### src/rtl/booth_acc_pkg.sv
// Shared types for the Booth product accumulator.
// Default widths match the reference multiplier configuration.
package booth_acc_pkg;

  localparam int DEF_WIDTH = 8;
  localparam int DEF_ACC_W = 24;
  localparam int DEF_CNT_W = 8;

  typedef logic [2*DEF_WIDTH-1:0] prod_t;
  typedef logic [DEF_ACC_W-1:0]   acc_t;

  typedef struct packed {
    acc_t                 sum;
    logic [DEF_CNT_W-1:0] cnt;
    logic                 ovf;
  } res_t;

  typedef enum logic [1:0] {
    EMPTY,
    ONE,
    FULL
  } fifo_st_t;

endpackage

### src/rtl/booth_res_fifo2.sv
// Two-entry valid/ready result buffer.
// Flags a drop when a push meets a full buffer with no pop.
module booth_res_fifo2
  import booth_acc_pkg::*;
#(
  parameter type T = res_t
) (
  input  logic CLK,
  input  logic RST,
  input  logic clr,
  input  logic push,
  input  T     din,
  output logic valid,
  input  logic ready,
  output T     dout,
  output logic drop
);

  fifo_st_t st, st_n;
  T         head, head_n;
  T         tail, tail_n;
  logic     pop;

  assign valid = (st != EMPTY);
  assign pop   = valid & ready;
  assign dout  = head;

  // Next state, next entries and drop pulse.
  always_comb begin
    st_n   = st;
    head_n = head;
    tail_n = tail;
    drop   = 1'b0;
    unique case (st)
      EMPTY: begin
        if (push) begin
          st_n   = ONE;
          head_n = din;
        end
      end
      ONE: begin
        unique case (1'b1)
          push & pop:  head_n = din;
          push & ~pop: begin
            st_n   = FULL;
            tail_n = din;
          end
          ~push & pop: st_n = EMPTY;
          default: ;
        endcase
      end
      FULL: begin
        unique case (1'b1)
          push & pop: begin
            head_n = tail;
            tail_n = din;
          end
          push & ~pop: drop = 1'b1;
          ~push & pop: begin
            st_n   = ONE;
            head_n = tail;
          end
          default: ;
        endcase
      end
      default: st_n = EMPTY;
    endcase
  end

  // State and entry registers; clr empties the buffer.
  always_ff @(posedge CLK or posedge RST) begin
    if (RST) begin
      st   <= EMPTY;
      head <= '0;
      tail <= '0;
    end else if (clr) begin
      st   <= EMPTY;
      head <= '0;
      tail <= '0;
    end else begin
      st   <= st_n;
      head <= head_n;
      tail <= tail_n;
    end
  end

endmodule

### src/rtl/booth_prod_accum.sv
// Dot-product accumulator behind the Booth multiplier.
// Tags ride a delay line aligned with the product stream.
module booth_prod_accum
  import booth_acc_pkg::*;
#(
  parameter int WIDTH   = 8,
  parameter int MUL_LAT = 2,
  parameter int ACC_W   = 24,
  parameter int CNT_W   = 8
) (
  input  logic               CLK,
  input  logic               RST,
  input  logic               clr,
  input  logic               op_valid,
  input  logic               op_last,
  input  logic [2*WIDTH-1:0] product,
  output logic               res_valid,
  input  logic               res_ready,
  output logic [ACC_W-1:0]   res_sum,
  output logic [CNT_W-1:0]   res_cnt,
  output logic               res_ovf,
  output logic               drop_err
);

  localparam int PADW = ACC_W + 1 - 2*WIDTH;

  typedef struct packed {
    logic [ACC_W-1:0] sum;
    logic [CNT_W-1:0] cnt;
    logic             ovf;
  } rw_t;

  logic [MUL_LAT-1:0] v_pipe, l_pipe;
  logic               t_v, t_l;

  logic [ACC_W-1:0]   acc, base, acc_n;
  logic [ACC_W:0]     sum_w;
  logic [CNT_W-1:0]   cnt, cnt_n;
  logic               ovf_g, ovf_n, carry;
  logic               first;
  logic               push, drop;
  rw_t                din, dout;

  assign t_v = v_pipe[MUL_LAT-1];
  assign t_l = l_pipe[MUL_LAT-1];

  // Delay valid/last to the cycle their product appears.
  always_ff @(posedge CLK or posedge RST) begin
    if (RST) begin
      v_pipe <= '0;
      l_pipe <= '0;
    end else if (clr) begin
      v_pipe <= '0;
      l_pipe <= '0;
    end else begin
      v_pipe[0] <= op_valid;
      l_pipe[0] <= op_valid & op_last;
      for (int i = 1; i < MUL_LAT; i++) begin
        v_pipe[i] <= v_pipe[i-1];
        l_pipe[i] <= l_pipe[i-1];
      end
    end
  end

  // Next sum, wrap carry and saturating term count.
  always_comb begin
    base  = first ? '0 : acc;
    sum_w = {1'b0, base} + {{PADW{1'b0}}, product};
    carry = sum_w[ACC_W];
    acc_n = sum_w[ACC_W-1:0];
    ovf_n = (first ? 1'b0 : ovf_g) | carry;
    if (first)
      cnt_n = CNT_W'(1);
    else if (&cnt)
      cnt_n = cnt;
    else
      cnt_n = cnt + CNT_W'(1);
  end

  // Group accumulator; first marks the start of a group.
  always_ff @(posedge CLK or posedge RST) begin
    if (RST) begin
      acc   <= '0;
      cnt   <= '0;
      ovf_g <= 1'b0;
      first <= 1'b1;
    end else if (clr) begin
      acc   <= '0;
      cnt   <= '0;
      ovf_g <= 1'b0;
      first <= 1'b1;
    end else if (t_v) begin
      acc   <= acc_n;
      cnt   <= cnt_n;
      ovf_g <= ovf_n;
      first <= t_l;
    end
  end

  assign push     = t_v & t_l;
  assign din.sum  = acc_n;
  assign din.cnt  = cnt_n;
  assign din.ovf  = ovf_n;

  booth_res_fifo2 #(
    .T (rw_t)
  ) u_fifo (
    .CLK   (CLK),
    .RST   (RST),
    .clr   (clr),
    .push  (push),
    .din   (din),
    .valid (res_valid),
    .ready (res_ready),
    .dout  (dout),
    .drop  (drop)
  );

  assign res_sum = dout.sum;
  assign res_cnt = dout.cnt;
  assign res_ovf = dout.ovf;

  // Sticky drop flag, cleared only by reset or clr.
  always_ff @(posedge CLK or posedge RST) begin
    if (RST)
      drop_err <= 1'b0;
    else if (clr)
      drop_err <= 1'b0;
    else if (drop)
      drop_err <= 1'b1;
  end

endmodule

### config.mk
export PLATFORM = sky130hd
export DESIGN_NAME = booth_prod_accum
export DESIGN_NICKNAME = d
export VERILOG_FILES = /design/src/rtl/booth_acc_pkg.sv /design/src/rtl/booth_res_fifo2.sv /design/src/rtl/booth_prod_accum.sv
export SDC_FILE = /design/constraint.sdc
export NUM_CORES = 1
export LEC_CHECK = 0
export CORE_MARGIN = 5
export CORE_UTILIZATION = 43
export DETAILED_ROUTE_END_ITERATION = 10
export DONT_BUFFER_PORTS = 1
export PLACE_DENSITY = 0.6
export SETUP_SLACK_MARGIN = 0.05
export SLEW_MARGIN = 20
export SYNTH_ARGS = -nofsm -noshare
export SYNTH_HDL_FRONTEND = slang
export SYNTH_SLANG_ARGS = --single-unit
### constraint.sdc
create_clock -name CLK -period 4.2 [get_ports CLK]
set_clock_uncertainty 0.1 [all_clocks]
set_input_delay 0.42 -clock CLK [delete_from_list [all_inputs] [get_ports CLK]]
set_output_delay 0.42 -clock CLK [all_outputs]
set_load 0.02 [all_outputs]
# After elaboration in Yosys (flattened, before gate mapping)
# Index checks and enable logic that the tools add are counted.
dict set report word_totals {
  reg_bits 107
  input_bits 22
  out_inout_bits 35
}
dict set report op_classes {
  mux 31
  eq_ne 9
  bitwise_logic 9
  reduce_logical 11
  n_addsub 2
}
# op count
set ops {}
lappend ops {{$mux W33} 6}
lappend ops {{$pmux W33 S3} 1}
lappend ops {{$mux W24} 3}
lappend ops {{$pmux W33 S2} 1}
lappend ops {{$mux W8} 4}
lappend ops {{$add A24 B16 Y25} 1}
lappend ops {{$ne A3 B2 Y1 const B} 5}
lappend ops {{$mux W2} 5}
lappend ops {{$mux W1} 9}
lappend ops {{$add A8 B1 Y8 const B} 1}
lappend ops {{$reduce_and A8 Y1} 1}
lappend ops {{$and A1 B1 Y1} 6}
lappend ops {{$pmux W2 S3} 1}
lappend ops {{$reduce_and A3 Y1} 2}
lappend ops {{$reduce_bool A2 Y1} 3}
lappend ops {{$ne A4 B2 Y1 const B} 1}
lappend ops {{$pmux W2 S2} 1}
lappend ops {{$reduce_and A4 Y1} 1}
lappend ops {{$reduce_bool A4 Y1} 1}
lappend ops {{$ne A3 B3 Y1 const B} 1}
lappend ops {{$reduce_bool A3 Y1} 1}
lappend ops {{$eq A2 B1 Y1 const B} 1}
lappend ops {{$eq A2 B2 Y1 const B} 1}
lappend ops {{$logic_not A2 Y1} 1}
lappend ops {{3 further kinds} 4}

# Logic depth before layout (Yosys ltp)
dict set report depth {
  word_depth 8
  mapped_depth 13
  mapped_depth_nobuf 10
}

# Hierarchy
# A second synthesis with hierarchy kept.
dict set report hier_totals {
  cells_unflattened 715
  area_unflattened_um2 6889.1
}
# mod n_inst area_per_inst_um2 seq_area_each_um2 cells_per_inst
set modules_own_cells {}
lappend modules_own_cells {booth_res_fifo2 1 3589.7 1701.6 316}
lappend modules_own_cells {booth_prod_accum 1 3299.4 977.2 399}

# Worst setup path after synthesis
# Ideal clock, no wire load.
dict set report synth_timing {
  kind {reg2reg}
  start {reg first}
  end {reg u_fifo.head, in the netlist u_fifo.dout[23]}
  setup_ns 0.099
  t_arrival_ns 3.534
  path_stages_with_launch 14
  slack_ns 0.466
  required_time_ns 4.001
  period_less_slack_ns 3.734
  path_cell_list {dfstp_2 clkbuf_1 buf_1 clkbuf_1 nor2b_1 ha_1 fa_1 a211oi_1 o21ai_1 a211oi_1 nand2_1 xor2_1 nand2_1 a311oi_1}
}
dict set report synth_via {
  elab_chain_cells 5
}
# element line
set synth_lines {}
lappend synth_lines {{start, declared} booth_prod_accum.sv:40} ;# logic first;
lappend synth_lines {{start signal, assigned} booth_prod_accum.sv:96} ;# first <= t_l;
lappend synth_lines {{$mux W24 (*)} booth_prod_accum.sv:67} ;# base = first ? '0 : acc;
lappend synth_lines {{$add A24 B16 Y25 (*)} booth_prod_accum.sv:68} ;# sum_w = {1'b0, base} + {{PADW{1'b0}}, product};
lappend synth_lines {{$mux W33, on equally long branches} {booth_res_fifo2.sv:42, booth_res_fifo2.sv:36}}
lappend synth_lines {{$pmux W33 S3 (*)} booth_res_fifo2.sv:34} ;# unique case (st)
lappend synth_lines {{$mux W33 (*)} booth_res_fifo2.sv:76} ;# end else if (clr) begin
lappend synth_lines {{end signal, assigned} booth_res_fifo2.sv:82} ;# head <= head_n;
lappend synth_lines {{end, declared} booth_res_fifo2.sv:20} ;# T head, head_n;
# Every way passes the cells marked *; elsewhere a longest branch is shown, timed or not. The select of a mux whose other input is x is not followed.
# A chain may end at the register's enable or synchronous reset.

# Worst setup path after layout
# Ends and elaborated chain as after synthesis.

==> impl_metrics.env <==
export IMPL_antenna_left=0
export IMPL_cts_sinks=107
export IMPL_peakVddDrop_uv=171
export IMPL_clock_fmax_mhz=289
export IMPL_ys_warn_count=0
export IMPL_grt_max_degree=65
export IMPL_synthFlopType="dfrtp_1"
export IMPL_hold_class="in2reg"
export IMPL_cpPeakStageDelay_ns=0.75
export IMPL_synth_cells=649
export IMPL_hold_slack_ns=0.0320
export IMPL_gr_usage_met3_pct=5.40
export IMPL_finalSetupTns_ns=0
export IMPL_crit_buf_inv=0
export IMPL_synth_cell_types=71
export IMPL_placed_cell_area_sq_um=6180
export IMPL_grt_pass1_wl_mm=26.0
export IMPL_rows=43
export IMPL_io_pins=57
export IMPL_insertion_delay_ns=0.35
export IMPL_final_layout_size_suffix_gt1_share_pct=8.24
export IMPL_power_per_cell_area_nw_per_um2=344
export IMPL_dr_first_iter_drc_count=401
export IMPL_die_h_um=129
export IMPL_outcome="finished clean"
export IMPL_multiInputGateArea_sq_um=3160
export IMPL_cts_htree_levels=3
export IMPL_core_area_sq_um=13800
export IMPL_start_kind="register"
export IMPL_path_class="reg2reg"
export IMPL_seq_area_sq_um=2680
export IMPL_fillers=1279
export IMPL_slowest_stage="dfstp_2"
export IMPL_drtPass1Iterations=5
export IMPL_hold_viol=0
export IMPL_tightest_slew_ns=1.10
export IMPL_final_common_cell="dfrtp_1"
export IMPL_synth_fp_nets=692
export IMPL_grt_overflow=0
export IMPL_switching_share_pct=24.9
export IMPL_grtUsageMet2_pct=28.7
export IMPL_fin_area_sq_um=6520
export IMPL_cts_tree="yes"
export IMPL_critPathCaptureType="register"
export IMPL_async_flop_share_pct=100
export IMPL_syn_to_final_growth_pct=7.63
export IMPL_endpoint="u_fifo.dout[23]"
export IMPL_r2r_end="u_fifo.dout[23]"
export IMPL_leakage_uw=0.00287
export IMPL_crit_family="compound AO/OA/AOI/OAI gates"
export IMPL_setup_violations=0
export IMPL_fp_dieArea_sq_um=16600
export IMPL_ys_ff_latch=107
export IMPL_slew_headroom_pct=26.7
export IMPL_crit_cells=10
export IMPL_layout_common_cells="dfrtp_1 (106), nand2_1 (78), nor2_1 (55)"
export IMPL_synth_area_per_cell_sq_um=9.33
export IMPL_period_needed_ns=3.46
export IMPL_ff2ff_setup_slack_ns=0.74
export IMPL_drv_slew=0
export IMPL_grt_pass1_vias=4675
export IMPL_clock_path_buffers=2
export IMPL_clock_power_share_pct=41.7
export IMPL_portBuffers=0
export IMPL_dpl_hpwl_mm=11.2
export IMPL_met1_usage_pct=29.6
export IMPL_wl_per_cell_um=19.6
export IMPL_via_count=4796
export IMPL_cts_root_buf="clkbuf_16"
export IMPL_required_ns=4.34
export IMPL_drc=0
export IMPL_cp_max_fo=17
export IMPL_intPower_uw=1680
export IMPL_clk_pin_slew_ns=0.07
export IMPL_r2r_start="first"
export IMPL_synth_edf_count=0
export IMPL_pwr_share_comb_pct=8.2
export IMPL_p_seq_share_pct=50.1
export IMPL_crit_arrival_ns=3.60
export IMPL_cts_buffers=9
export IMPL_n_antenna_cell=0
export IMPL_finalCritPeriodShare_pct=82.3
export IMPL_crit_chain="nor2b_1, ha_1, fa_1, a211oi_1, o21ai_1, a211oi_1, nand2_1, xor2_1, nand2_1, a311oi_1"
export IMPL_switching_power_uw=559
export IMPL_max_cap_violations=0
export IMPL_worstSetupStartpoint="first"
export IMPL_viasPerCell=5.91
export IMPL_rsz0062_at_grt="false"
export IMPL_antenna_found_initial=0
export IMPL_finalWirelength_mm=15.9
export IMPL_die_w_um=129
export IMPL_mappedNetlistArea_sq_um=6050
export IMPL_track_usage_pct=20.0
export IMPL_start_util_pct=43.8
export IMPL_gp_congestion=0.876
export IMPL_r2r_cells=10
export IMPL_synth_seq_area_share_pct=44.2
export IMPL_nets=670
export IMPL_grt_busiest_layer="met1"
==> cells in the mapped netlist, types with 4 or more instances <==
master / number / area share [%]
buf_2: 9 / 0.74
a22o_1: 13 / 1.9
o21ai_1: 6 / 0.50
o31ai_1: 10 / 1.2
a31oi_1: 7 / 0.72
dfrtp_1: 106 / 44
o21ai_0: 38 / 3.1
nand2b_1: 6 / 0.62
nand2_1: 78 / 4.8
xnor2_1: 11 / 1.6
o22ai_1: 7 / 0.72
inv_1: 14 / 0.87
nand3_1: 16 / 1.3
nor2b_1: 29 / 3.0
clkbuf_1: 24 / 1.5
mux2i_1: 31 / 5.1
buf_1: 7 / 0.43
nand4_1: 4 / 0.41
a21oi_1: 47 / 3.9
o21a_1: 4 / 0.50
nor2_1: 55 / 3.4
nor3_1: 13 / 1.1
ha_1: 20 / 4.1
a211oi_1: 11 / 1.4
and3_1: 7 / 0.72
xor2_1: 7 / 1.0
and2_1: 4 / 0.41
==> worst reg2reg max path, stage by stage (launching register included) <==
cell and delay [ns]:
dfstp_2 0.75, nor2b_1 0.10, ha_1 0.23, fa_1 0.42, a211oi_1 0.36, o21ai_1 0.20
a211oi_1 0.34, nand2_1 0.18, xor2_1 0.23, nand2_1 0.08, a311oi_1 0.34
==> how the worst min path moves through the flow <==
stage | startpoint | end | slack [ns] | cells past startpoint
after floorplan | l_pipe[0] | l_pipe[1] | 0.34 | 1
after global placement | RST | u_fifo.dout[4] | 0.26 | 1
after detailed placement | RST | u_fifo.dout[4] | 0.26 | 1
after CTS | clr | v_pipe[1] | 0.01 | 1
after global routing | clr | u_fifo.st[0] | 0.02 | 1
final | clr | v_pipe[1] | 0.03 | 1
==> metrics by stage <==
step           power [uW]  utilization [%]  worst slack (ns)  std cells
5_1_grt              2330             47.1             0.482        811
3_3_place_gp         1320             44.7             0.853        795
6_report             2240             47.1             0.744        811
3_5_place_dp         1330             44.7             0.691        795
4_1_cts              2260             47.1             0.669        811
2_1_floorplan        1280                -             0.466        649
==> area by class of cell <==
class,instances,share of cell area [%]
Inverter,14,0.845
Tap cell,180,3.46
Timing Repair Buffer,9,1.08
Clock buffer,11,3.88
Sequential cell,107,41.1
Multi-Input combinational cell,486,48.5
Clock inverter,4,1.13
==> layer usage <==
| metal | part of all wire [%] | up-vias |
|---|---|---|
| li1 | - | 2268 |
| met1 | 48 | 2381 |
| met2 | 44 | 130 |
| met3 | 7.1 | 17 |
| met4 | 1.3 | 0 |
| met5 | 0 | - |
==> registers in the layout (all words and copies together) (netlist names) <==
signal / count
u_fifo.tail: 33
ovf_g: 1
acc: 24
l_pipe: 2
v_pipe: 2
cnt: 8
first: 1
u_fifo.st: 2
drop_err: 1
u_fifo.dout: 33
==> repair_timing <==
item	4_1_cts	5_1_grt
hold buffers	1	0
endpoints found under the hold margin	37	0
gates resized for setup	0	0
buffers inserted	0	0
==> power groups by stage <==
stage               clock network [uW]  logic, uW  registers, uW
floorplan                            0        147           1130
global placement                     0        180           1140
detailed placement                   0        184           1140
CTS                                954        185           1120
global route                       998        206           1130
finish                             933        183           1120
==> cells by family after synthesis <==
family | synth area share [%]
muxes | 5.31
DFF | 44.2
adders and majority gates | 4.46
xor gates and xnor gates | 2.60
and+or+nand+nor | 18.8
AOI/OAI and AO/OA | 20.8
buffers and inverters | 3.78
Power figures use the tool's default switching activity.
